$ cat src/rtl/uart_arbiter.sv
// uart_arbiter: round-robin arbiter sharing one UART register port between NUM_REQ bus masters.
// Optional BUSY watchdog is compiled in when UART_ARB_TIMEOUT_EN is defined.
module uart_arbiter #(
    parameter int NUM_REQ = 2,
    parameter int TIMEOUT = 1024
) (
    input  logic                     i_clock,
    input  logic                     i_reset,
    input  logic [NUM_REQ-1:0]       i_req_request,
    input  logic [NUM_REQ-1:0]       i_req_rw,
    input  logic [NUM_REQ-1:0][1:0]  i_req_address,
    input  logic [NUM_REQ-1:0][31:0] i_req_wdata,
    input  logic [NUM_REQ-1:0]       i_req_lock,
    output logic [31:0]              o_req_rdata,
    output logic [NUM_REQ-1:0]       o_req_ready,
    output logic [NUM_REQ-1:0]       o_grant,
    output logic                     o_uart_request,
    output logic                     o_uart_rw,
    output logic [1:0]               o_uart_address,
    output logic [31:0]              o_uart_wdata,
    input  logic [31:0]              i_uart_rdata,
    input  logic                     i_uart_ready,
    output logic                     o_timeout
);

    localparam int IW = (NUM_REQ > 1) ? $clog2(NUM_REQ) : 1;

    typedef enum logic [1:0] {
        ST_IDLE    = 2'd0,
        ST_BUSY    = 2'd1,
        ST_RELEASE = 2'd2
    } state_t;

    state_t          state_r;
    logic [IW-1:0]   rr_ptr_r;
    logic [IW-1:0]   gnt_idx_r;
    logic [IW-1:0]   lock_owner_r;
    logic            lock_valid_r;
    logic            abort_r;
    logic [IW-1:0]   sel_idx_s;
    logic            sel_valid_s;
    logic            tmo_hit_s;

    if (NUM_REQ < 2 || NUM_REQ > 8 || TIMEOUT < 2) begin : g_bad_params
        $error("uart_arbiter: NUM_REQ must be 2..8 and TIMEOUT at least 2");
    end

    function automatic logic [IW-1:0] wrap_add(input logic [IW-1:0] base, input int off);
        logic [IW:0] sum;
        sum = {1'b0, base} + (IW+1)'(off);
        if (sum >= (IW+1)'(NUM_REQ)) begin
            sum = sum - (IW+1)'(NUM_REQ);
        end else begin
            sum = sum;
        end
        return sum[IW-1:0];
    endfunction

    function automatic logic [NUM_REQ-1:0] onehot(input logic [IW-1:0] idx);
        logic [NUM_REQ-1:0] v;
        v      = '0;
        v[idx] = 1'b1;
        return v;
    endfunction

    // Winner selection: locked owner only, else first requester at or after rr pointer.
    always_comb begin
        sel_valid_s = 1'b0;
        sel_idx_s   = '0;
        if (lock_valid_r) begin
            sel_valid_s = i_req_request[lock_owner_r];
            sel_idx_s   = lock_owner_r;
        end else begin
            // Walk from the farthest offset down so the nearest requester is written last.
            for (int k = NUM_REQ - 1; k >= 0; k--) begin
                sel_idx_s   = i_req_request[wrap_add(rr_ptr_r, k)] ? wrap_add(rr_ptr_r, k) : sel_idx_s;
                sel_valid_s = sel_valid_s | i_req_request[wrap_add(rr_ptr_r, k)];
            end
        end
    end

`ifdef UART_ARB_TIMEOUT_EN
    localparam int TW = $clog2(TIMEOUT) + 1;
    logic [TW-1:0] tmo_cnt_r;
    logic          timeout_r;

    assign tmo_hit_s = (state_r == ST_BUSY) && (tmo_cnt_r == TW'(TIMEOUT - 1));
    assign o_timeout = timeout_r;

    // BUSY cycle counter; IDLE always precedes BUSY, so entry sees it cleared.
    always_ff @(posedge i_clock or negedge i_reset) begin
        if (!i_reset) begin
            tmo_cnt_r <= '0;
        end else if (state_r == ST_BUSY) begin
            tmo_cnt_r <= tmo_cnt_r + TW'(1'b1);
        end else begin
            tmo_cnt_r <= '0;
        end
    end

    // Sticky abort flag; a UART ready on the terminal cycle is a normal completion.
    always_ff @(posedge i_clock or negedge i_reset) begin
        if (!i_reset) begin
            timeout_r <= 1'b0;
        end else if (tmo_hit_s && !i_uart_ready) begin
            timeout_r <= 1'b1;
        end else begin
            timeout_r <= timeout_r;
        end
    end
`else
    assign tmo_hit_s = 1'b0;
    assign o_timeout = 1'b0;
`endif

    // Arbitration FSM with registered UART and requester-side outputs.
    always_ff @(posedge i_clock or negedge i_reset) begin
        if (!i_reset) begin
            state_r        <= ST_IDLE;
            rr_ptr_r       <= '0;
            gnt_idx_r      <= '0;
            lock_owner_r   <= '0;
            lock_valid_r   <= 1'b0;
            abort_r        <= 1'b0;
            o_req_rdata    <= 32'h0000_0000;
            o_req_ready    <= '0;
            o_grant        <= '0;
            o_uart_request <= 1'b0;
            o_uart_rw      <= 1'b0;
            o_uart_address <= 2'b00;
            o_uart_wdata   <= 32'h0000_0000;
        end else begin
            o_req_ready <= '0;
            case (state_r)
                ST_IDLE: begin
                    if (sel_valid_s) begin
                        gnt_idx_r      <= sel_idx_s;
                        o_uart_request <= 1'b1;
                        o_uart_rw      <= i_req_rw[sel_idx_s];
                        o_uart_address <= i_req_address[sel_idx_s];
                        o_uart_wdata   <= i_req_wdata[sel_idx_s];
                        o_grant        <= onehot(sel_idx_s);
                        state_r        <= ST_BUSY;
                    end else if (lock_valid_r && !i_req_lock[lock_owner_r]) begin
                        // Idle owner gave up its lock: reopen arbitration past it.
                        lock_valid_r <= 1'b0;
                        rr_ptr_r     <= wrap_add(lock_owner_r, 1);
                        o_grant      <= '0;
                    end else begin
                        state_r <= ST_IDLE;
                    end
                end
                ST_BUSY: begin
                    if (i_uart_ready) begin
                        o_req_rdata    <= i_uart_rdata;
                        o_req_ready    <= onehot(gnt_idx_r);
                        o_uart_request <= 1'b0;
                        abort_r        <= 1'b0;
                        state_r        <= ST_RELEASE;
                    end else if (tmo_hit_s) begin
                        o_req_rdata    <= 32'hFFFF_FFFF;
                        o_req_ready    <= onehot(gnt_idx_r);
                        o_uart_request <= 1'b0;
                        lock_valid_r   <= 1'b0;
                        abort_r        <= 1'b1;
                        state_r        <= ST_RELEASE;
                    end else begin
                        state_r <= ST_BUSY;
                    end
                end
                ST_RELEASE: begin
                    if (i_req_lock[gnt_idx_r] && !abort_r) begin
                        lock_valid_r <= 1'b1;
                        lock_owner_r <= gnt_idx_r;
                    end else begin
                        lock_valid_r <= 1'b0;
                        rr_ptr_r     <= wrap_add(gnt_idx_r, 1);
                        o_grant      <= '0;
                    end
                    abort_r <= 1'b0;
                    state_r <= ST_IDLE;
                end
                default: begin
                    state_r        <= ST_IDLE;
                    o_uart_request <= 1'b0;
                    o_grant        <= '0;
                end
            endcase
        end
    end

endmodule

$ cat config.mk
export PLATFORM = sky130hd
export DESIGN_NAME = uart_arbiter
export DESIGN_NICKNAME = d
export VERILOG_FILES = /design/src/rtl/uart_arbiter.sv
export SDC_FILE = /design/constraint.sdc
export NUM_CORES = 1
export LEC_CHECK = 0
export CAP_MARGIN = 20
export CELL_PAD_IN_SITES_DETAIL_PLACEMENT = 0
export CELL_PAD_IN_SITES_GLOBAL_PLACEMENT = 1
export CORE_MARGIN = 2
export CORE_UTILIZATION = 30
export DETAILED_ROUTE_END_ITERATION = 16
export PLACE_DENSITY_LB_ADDON = 0.1
export SYNTH_ARGS = -nofsm -noshare
export SYNTH_HDL_FRONTEND = slang
export SYNTH_SLANG_ARGS = --single-unit
$ cat constraint.sdc
create_clock -name i_clock -period 2.2 [get_ports i_clock]
set_input_delay 0.22 -clock i_clock [delete_from_list [all_inputs] [get_ports i_clock]]
set_output_delay 0.22 -clock i_clock [all_outputs]
set_load 0.03 [all_outputs]
# == After elaboration in Yosys (flattened, before gate mapping) ==
# Index checks and enable logic that the tools add are counted.
# word_totals
reg_bits,79
in_bits,109
wordCells,112
# op_classes
n_addsub,7
order_cmp,11
eq_ne,9
muxes,52
bitwise_logic,3
n_reduce_logical,17
# ops
cell,n
32-bit 2-to-1 mux,2
1-bit 2-to-1 mux,32
2-bit 2-to-1 mux,10
1-bit by 2-bit < comparator with 1-bit output (second input constant),5
2-bit != test (second input constant),5
3-bit AND reduction,3
2-bit AND reduction,4
1-bit by 1-bit adder with 2-bit output (second input constant),3
2-bit greater-or-equal comparator (second input constant),3
3-bit != test (second input constant),2
1-bit case mux with 2 select lines,3
2-bit case mux with 3 select lines,1
1-bit logical AND,4
2-bit case mux with 2 select lines,1
4-bit AND reduction,1
2-bit nonzero test,2
1-bit subtractor (second input constant),4
1-bit case mux with 3 select lines,1
1-bit demux with 1-bit select,2
2-bit by 1-bit equality test with 1-bit output (second input constant),1
2-bit equality test (second input constant),1
1-bit greater-or-equal comparator (second input constant),2
1-bit by 2-bit greater-or-equal comparator with 1-bit output (second input constant),1
1-bit logical NOT,2
3 further kinds,4

# == Depth between registers and ports, before layout ==
# Gate-level depths: netlist of the first run.
# depth
depth_word,15
ltp_mapped,6

# == Worst setup path before layout of the first run ==
# OpenSTA, ideal clock, no wires.
# synth_timing
path_kind,reg-to-reg
startpoint,register lock_valid_r
endpoint,register o_uart_wdata[18]
t_arrival_ns,1.715
t_required_ns,2.075
path_slack_ns,0.360
stages_incl_launch_ff,7
n_path_buf,2
path_cell_list,dfrtp_1 > nand2b_1 > o21ai_1 > buf_2 > buf_2 > mux2_2 > mux2_2
# synth_via
elab_chain_len,3
word_cells_on_any_way,5
classes_between,mux: 4; reduce/logical: 1
# synth_lines
element,line,source
start: declaration,38,logic lock_valid_r;
start signal: assignment,123,lock_valid_r <= 1'b0;
start signal: assignment,146,lock_valid_r <= 1'b0;
start signal: assignment,164,lock_valid_r <= 1'b0;
1-bit 2-to-1 mux,70,if (lock_valid_r) begin
32-bit 2-to-1 mux (implied by the code) (2 in series),141,o_uart_wdata <= i_req_wdata[sel_idx_s];
end signal: assignment,141,
end: declaration,20,"output logic [31:0] o_uart_wdata,"
# Parallel ways exist; a longest one is shown, timed or not. The select of a mux whose other input is x is not followed.
# A chain may end at the register's enable or synchronous reset.

# == Worst setup path in the final report of the first run ==
# layout_timing
startpoint,register lock_valid_r
endpoint,register o_uart_wdata[1]
# Same word-level chain as after synthesis.

==> flow_summary.ini, run 1 <==
[outcome]
status = finished clean

[power_and_ir_drop]
power_leakage_uw = 0.002349
p_per_area_nw_per_um2 = 1470
peakVddDrop_mv = 0.7056

[sta]
fin_crit_sh = 0.8164
setup_tns_ns = 0
report.final.slew_viol_count = 0
layout_min_cycle_time_ns = 1.796
tightest_slew_ns = 0.5515
setup_viol = 0
fmax_ghz = 0.5568
finalHoldViolCount = 0
relSlewSlack = 0.6324
holdWs_ns = 0.4304
rsz0062_at_grt = no
skew_ns = 0.005008

[routing]
routed_wl_mm = 8.793
wl_per_cell_um = 15.24
drt_iter0_drc = 89
vias = 2619
antenna_left = 0
viasPerCell = 4.539
dr.pass1.iters = 4
drc = 0

[placed_design]
dpl.hpwl_mm = 6.629
routabilityCongestion = 0.7331
io_buffers = 180

[grt]
grt_pass1_vias = 2749
grtUsageTotal = 0.1426
grt_first_pass_wirelength_mm = 14.21
overflow = 0
grt_max_degree = 42
antenna_found_initial = 0

[worst_setup_path]
cp-end-kind = flop
max_stage_delay_ns = 0.43
cp.required_ns = 2.41
startpoint_type = flop
path_buf_inv = 1
worstPathCellList = nand2b_1, o21ai_4, buf_12, mux2_2, mux2_2
arrival_ns = 2.00
path_common_cell = mux2_2
cp_slowest_cell = dfrtp_1
cp_top_family = multiplexers
path_class = reg2reg
cp_max_fo = 24

[clocking]
worst_skew_pair.late_latency_ns = 0.33
post_cts_resized = 0
clkTransAtPathRegs_ns = 0.06
cts_tree = yes
post_cts_buffers = 0
clock_path_buffers = 2
clock-sinks = 78
cts_hold_buf = 1
cts.root.buffer_cell = clkbuf_16
ctsHtreeMaxLevel = 3
cts_buffers = 9

[logic_synthesis]
synth_warnings = 0
synth_area_per_cell_sq_um = 14.41
syn_area_sq_um = 3501
synthArstFlopShare = 1.000
synth_nets = 352
dominantRegCellSynth = dfrtp_1
syn_inst = 243
ys_types = 33
synth-edff-count = 0
synth-seq-cells = 78
synth-seq-area-share = 0.5575

[layout]
antennaDiodeCount = 0
fillers = 1061
final_layout_size_suffix_gt1_frac = 0.2972
area_delta_synth_final_pct = 65.76
num-nets-final = 539

[die]
row_count = 39
dieHeight_um = 112.0
io_pins = 182
fp.dieArea_sq_um = 12550
die_width_um = 112.0
initial_core_util = 0.3066
core-area_sq_um = 11420

[run]
maxCapViolCount = 0

[hold_path]
hp-class = in2async
-- through the flow --
step,setup slack [ns],total power [uW],util,instances,instance area [sq um]
after CTS,0.3968,8679,0.5082,577,5803
after detailed placement,0.1244,7196,0.4820,561,5504
after global placement,0.1660,7137,0.4820,561,5504
after global routing,0.2944,9003,0.5082,577,5803
final,0.4039,8533,0.5082,577,5803
after floorplan,0.3604,5259,-,243,3501
-- worst paths after layout --
path	start	endpoint	depth (start not counted)	slack [ns]
hold / removal	i_reset	o_uart_wdata[19]	2	0.43
setup / recovery	lock_valid_r	o_uart_wdata[1]	5	0.40
setup reg to reg	lock_valid_r	o_uart_wdata[1]	5	0.40
min in group i_clock	o_req_rdata[0]	o_req_rdata[0]	1	0.50
hold reg to reg	o_req_rdata[0]	o_req_rdata[0]	1	0.50
max in group asynchronous	i_reset	o_req_rdata[18]	3	1.17
-- final cells by class --
class	count	area, sq um	share of cell area
Sequential cell	78	1952	0.3364
Timing Repair Buffer	189	1907	0.3286
Multi-Input combinational cell	149	1465	0.2525
Clock buffer	9	225.2	0.03881
Tap cell	143	178.9	0.03083
Clock inverter	6	63.81	0.01100
Inverter	3	11.26	0.001940
-- cells by family (layout without fill, tap and decap cells) --
| group | after synthesis | after routing | share of synthesized area |
|---|---|---|---|
| compound gates | 19 | 19 | 0.03860 |
| buf+inv | 16 | 207 | 0.02716 |
| flops | 78 | 78 | 0.5575 |
| mux | 105 | 105 | 0.3370 |
| other cells | 1 | 1 | 0.001071 |
| simple gates | 24 | 24 | 0.03860 |
-- where the power goes --
| part | internal [uW] | leakage [uW] | switching (uW) | total [uW] |
|---|---|---|---|---|
| Combinational | 2260 | 0.00129 | 2300 | 4560 |
| Sequential | 2150 | 0.000927 | 393 | 2540 |
| Clock | 869 | 0.000137 | 562 | 1430 |
| Total | 5280 | 0.00235 | 3250 | 8530 |
-- state kept, by name, indices dropped and copies added, names as in the netlist --
| register | count |
|---|---|
| o_uart_address | 2 |
| o_req_ready | 2 |
| state_r | 2 |
| o_uart_request | 1 |
| o_req_rdata | 32 |
| gnt_idx_r | 1 |
| o_uart_rw | 1 |
| o_uart_wdata | 32 |
| o_grant | 2 |
| lock_owner_r | 1 |
| lock_valid_r | 1 |
| rr_ptr_r | 1 |
-- per-layer routing --
metal / global-route usage / vias to the layer above / share of wire
met1: 0.1837 / 1260 / 0.45
li1: - / 1244 / -
met4: 0.04146 / 0 / 0.011
met5: 0 / - / 0
met2: 0.2283 / 104 / 0.46
met3: 0.05076 / 11 / 0.080
-- cells in the final DEF (no fill, tap or decap), types with 2 or more instances in the layout --
cell and count:
clkdlybuf4s50_1 179, o32ai_1 2, buf_4 6, nor2_1 7
mux2_2 102, a21oi_1 3, nor3_1 2, clkbuf_16 9
clkinv_2 2, buf_12 3, a211oi_1 2, nand2b_1 3
o21ai_0 3, dfrtp_1 78, nand2_1 5, mux2i_1 2
nor2b_1 2, clkinvlp_4 2, inv_1 3
-- synthesized netlist by cell type, drive strengths merged (2+ instances only) --
library cell	n	area, sq um
nor2	7	26.28
a211oi	2	15.01
o21ai	4	20.01
mux2i	2	20.02
a21oi	4	23.77
o32ai	2	17.52
dfrtp	78	1952
mux2	103	1160
buf	11	76.32
clkbuf	2	7.510
nor3	2	10.01
nand2b	3	18.77
inv	3	11.26
nand2	5	18.77
nor2b	2	12.51
No activity file was read; power rests on OpenSTA's default activity.
==> run 2, diff against run 1 <==
Clock period 2.2 ns to 1.75 ns, I/O delays scaled along.
==> flow_summary.ini, run 2 (same netlist as run 1, synthesis figures left out) <==
[worst_setup_path]
r2r_end = o_uart_wdata[24]
r2r-start = lock_valid_r
path_class = reg2reg
cp_slowest_cell = dfrtp_1
cp_top_family = multiplexers
ff2ff_setup_slack_ns = -0.02
worstPathCellList = nand2b_4, o21ai_4, buf_12, buf_12, mux2_2, mux2_2
cp_max_fo = 6
cp-end-kind = flop
path_buf_inv = 2
arrival_ns = 1.99
cp.required_ns = 1.97
r2r_cells = 6
max_stage_delay_ns = 0.41
startpoint_type = flop

[layout]
final_layout_size_suffix_gt1_frac = 0.3385
final_common_cell = clkdlybuf4s50_1
antennaDiodeCount = 0
reg_top3 = o_req_rdata: 32 flops, o_uart_wdata: 32 flops
fin_util = 0.5522
area_delta_synth_final_pct = 80.09
num-nets-final = 559
fillers = 973
layout_common_cells = 179 x clkdlybuf4s50_1, 77 x dfrtp_1, 58 x mux2_2, 44 x mux2_4, 14 x clkbuf_16

[die]
fp.dieArea_sq_um = 12550
initial_core_util = 0.3066
dieHeight_um = 112.0
io_pins = 182
row_count = 39
die_width_um = 112.0
core-area_sq_um = 11420

[placed_design]
place_ws_ns = -0.2197
dpl.hpwl_mm = 6.832
io_buffers = 180
routabilityCongestion = 0.7902

[grt]
grt_pass1_vias = 3001
grt_max_degree = 32
grtUsageTotal = 0.1595
overflow = 0
grt_first_pass_wirelength_mm = 15.67
antenna_found_initial = 0

[clocking]
worst_skew_pair.late_latency_ns = 0.34
cts_tree = yes
clkTransAtPathRegs_ns = 0.06
ctsHtreeMaxLevel = 3
cts.root.buffer_cell = clkbuf_16
clock-sinks = 78
clock_path_buffers = 2
cts_buffers = 9

[sta]
rsz0062_at_grt = yes
fin_crit_sh = 1.009
finalHoldViolCount = 0
report.final.slew_viol_count = 0
setup_viol = 6
layout_min_cycle_time_ns = 1.766
holdWs_ns = 0.3063
worst_slack_ns = -0.01635
setup_tns_ns = -0.04823
skew_ns = 0.007306
fmax_ghz = 0.5661

[routing]
routed_wl_mm = 10.61
drc = 0
antenna_left = 0
wl_per_cell_um = 17.75
vias = 2791
dr.pass1.iters = 4
drt_iter0_drc = 105
viasPerCell = 4.667

[power_and_ir_drop]
p_per_area_nw_per_um2 = 1858
power_leakage_uw = 0.002679
peakVddDrop_mv = 0.8716
power_uw = 11710

[outcome]
violations = setup timing
status = finished, violations left

[run]
maxCapViolCount = 0

[hold_path]
hp-class = in2async
run 2: final cells by class:
| class | count | area (sq um) | share of cell area |
|---|---|---|---|
| Clock buffer | 9 | 225.2 | 0.03572 |
| Clock inverter | 7 | 80.08 | 0.01270 |
| Inverter | 3 | 11.26 | 0.001786 |
| Multi-Input combinational cell | 149 | 1655 | 0.2626 |
| Sequential cell | 78 | 1953 | 0.3098 |
| Tap cell | 143 | 178.9 | 0.02838 |
| Timing Repair Buffer | 209 | 2201 | 0.3491 |
run 2: metrics by stage:
step / instances / area (sq um)
after floorplan: 243 / 3506
after global placement: 569 / 5577
after detailed placement: 569 / 5577
after CTS: 589 / 5961
after global routing: 598 / 6305
final: 598 / 6305
run 2: what timing repair did:
action,CTS,global route
resized for setup,4,53
hold buffers,1,0
setup buffers,2,4
endpoints found under the hold margin,25,0
endpoints found under the setup margin,25,68
gates cloned,1,6
pin swaps,1,2
run 2: worst register-to-register path: cells and delay by family, from the launching register on:
family / cells / cell delay, ns
flip-flops: 1 / 0.41
multiplexers: 2 / 0.60
buffers and inverters: 2 / 0.29
AO/OA/AOI/OAI: 1 / 0.18
AND/OR/NAND/NOR: 1 / 0.16
run 2: how the worst max path moves through the flow:
stage	start	endpoint	cells past startpoint
floorplan	lock_owner_r	o_uart_wdata[10]	5
global route	lock_valid_r	o_uart_wdata[25]	6
finish	lock_valid_r	o_uart_wdata[24]	6
global placement	i_req_request[1]	o_uart_wdata[16]	6
detailed placement	i_req_request[1]	o_uart_wdata[1]	6
CTS	lock_valid_r	o_uart_wdata[1]	6
run 2: routing by layer:
layer | global-route usage | share of wire
met5 | 0 | 0
met4 | 0.05854 | 0.014
met3 | 0.05346 | 0.066
met2 | 0.2651 | 0.48
met1 | 0.1943 | 0.44
run 2: report_power, final:
group	internal, uW	total [uW]	switching (uW)
clock	1120	1940	815
sequential	2710	3210	500
combinational	3400	6570	3170
total	7230	11700	4480
==> run 3, diff against run 2 <==
Settings changed: CTS_CLUSTER_SIZE set to 20.
==> results of run 3 <==
Final layout, timing and power as in run 2 (identical DEF).
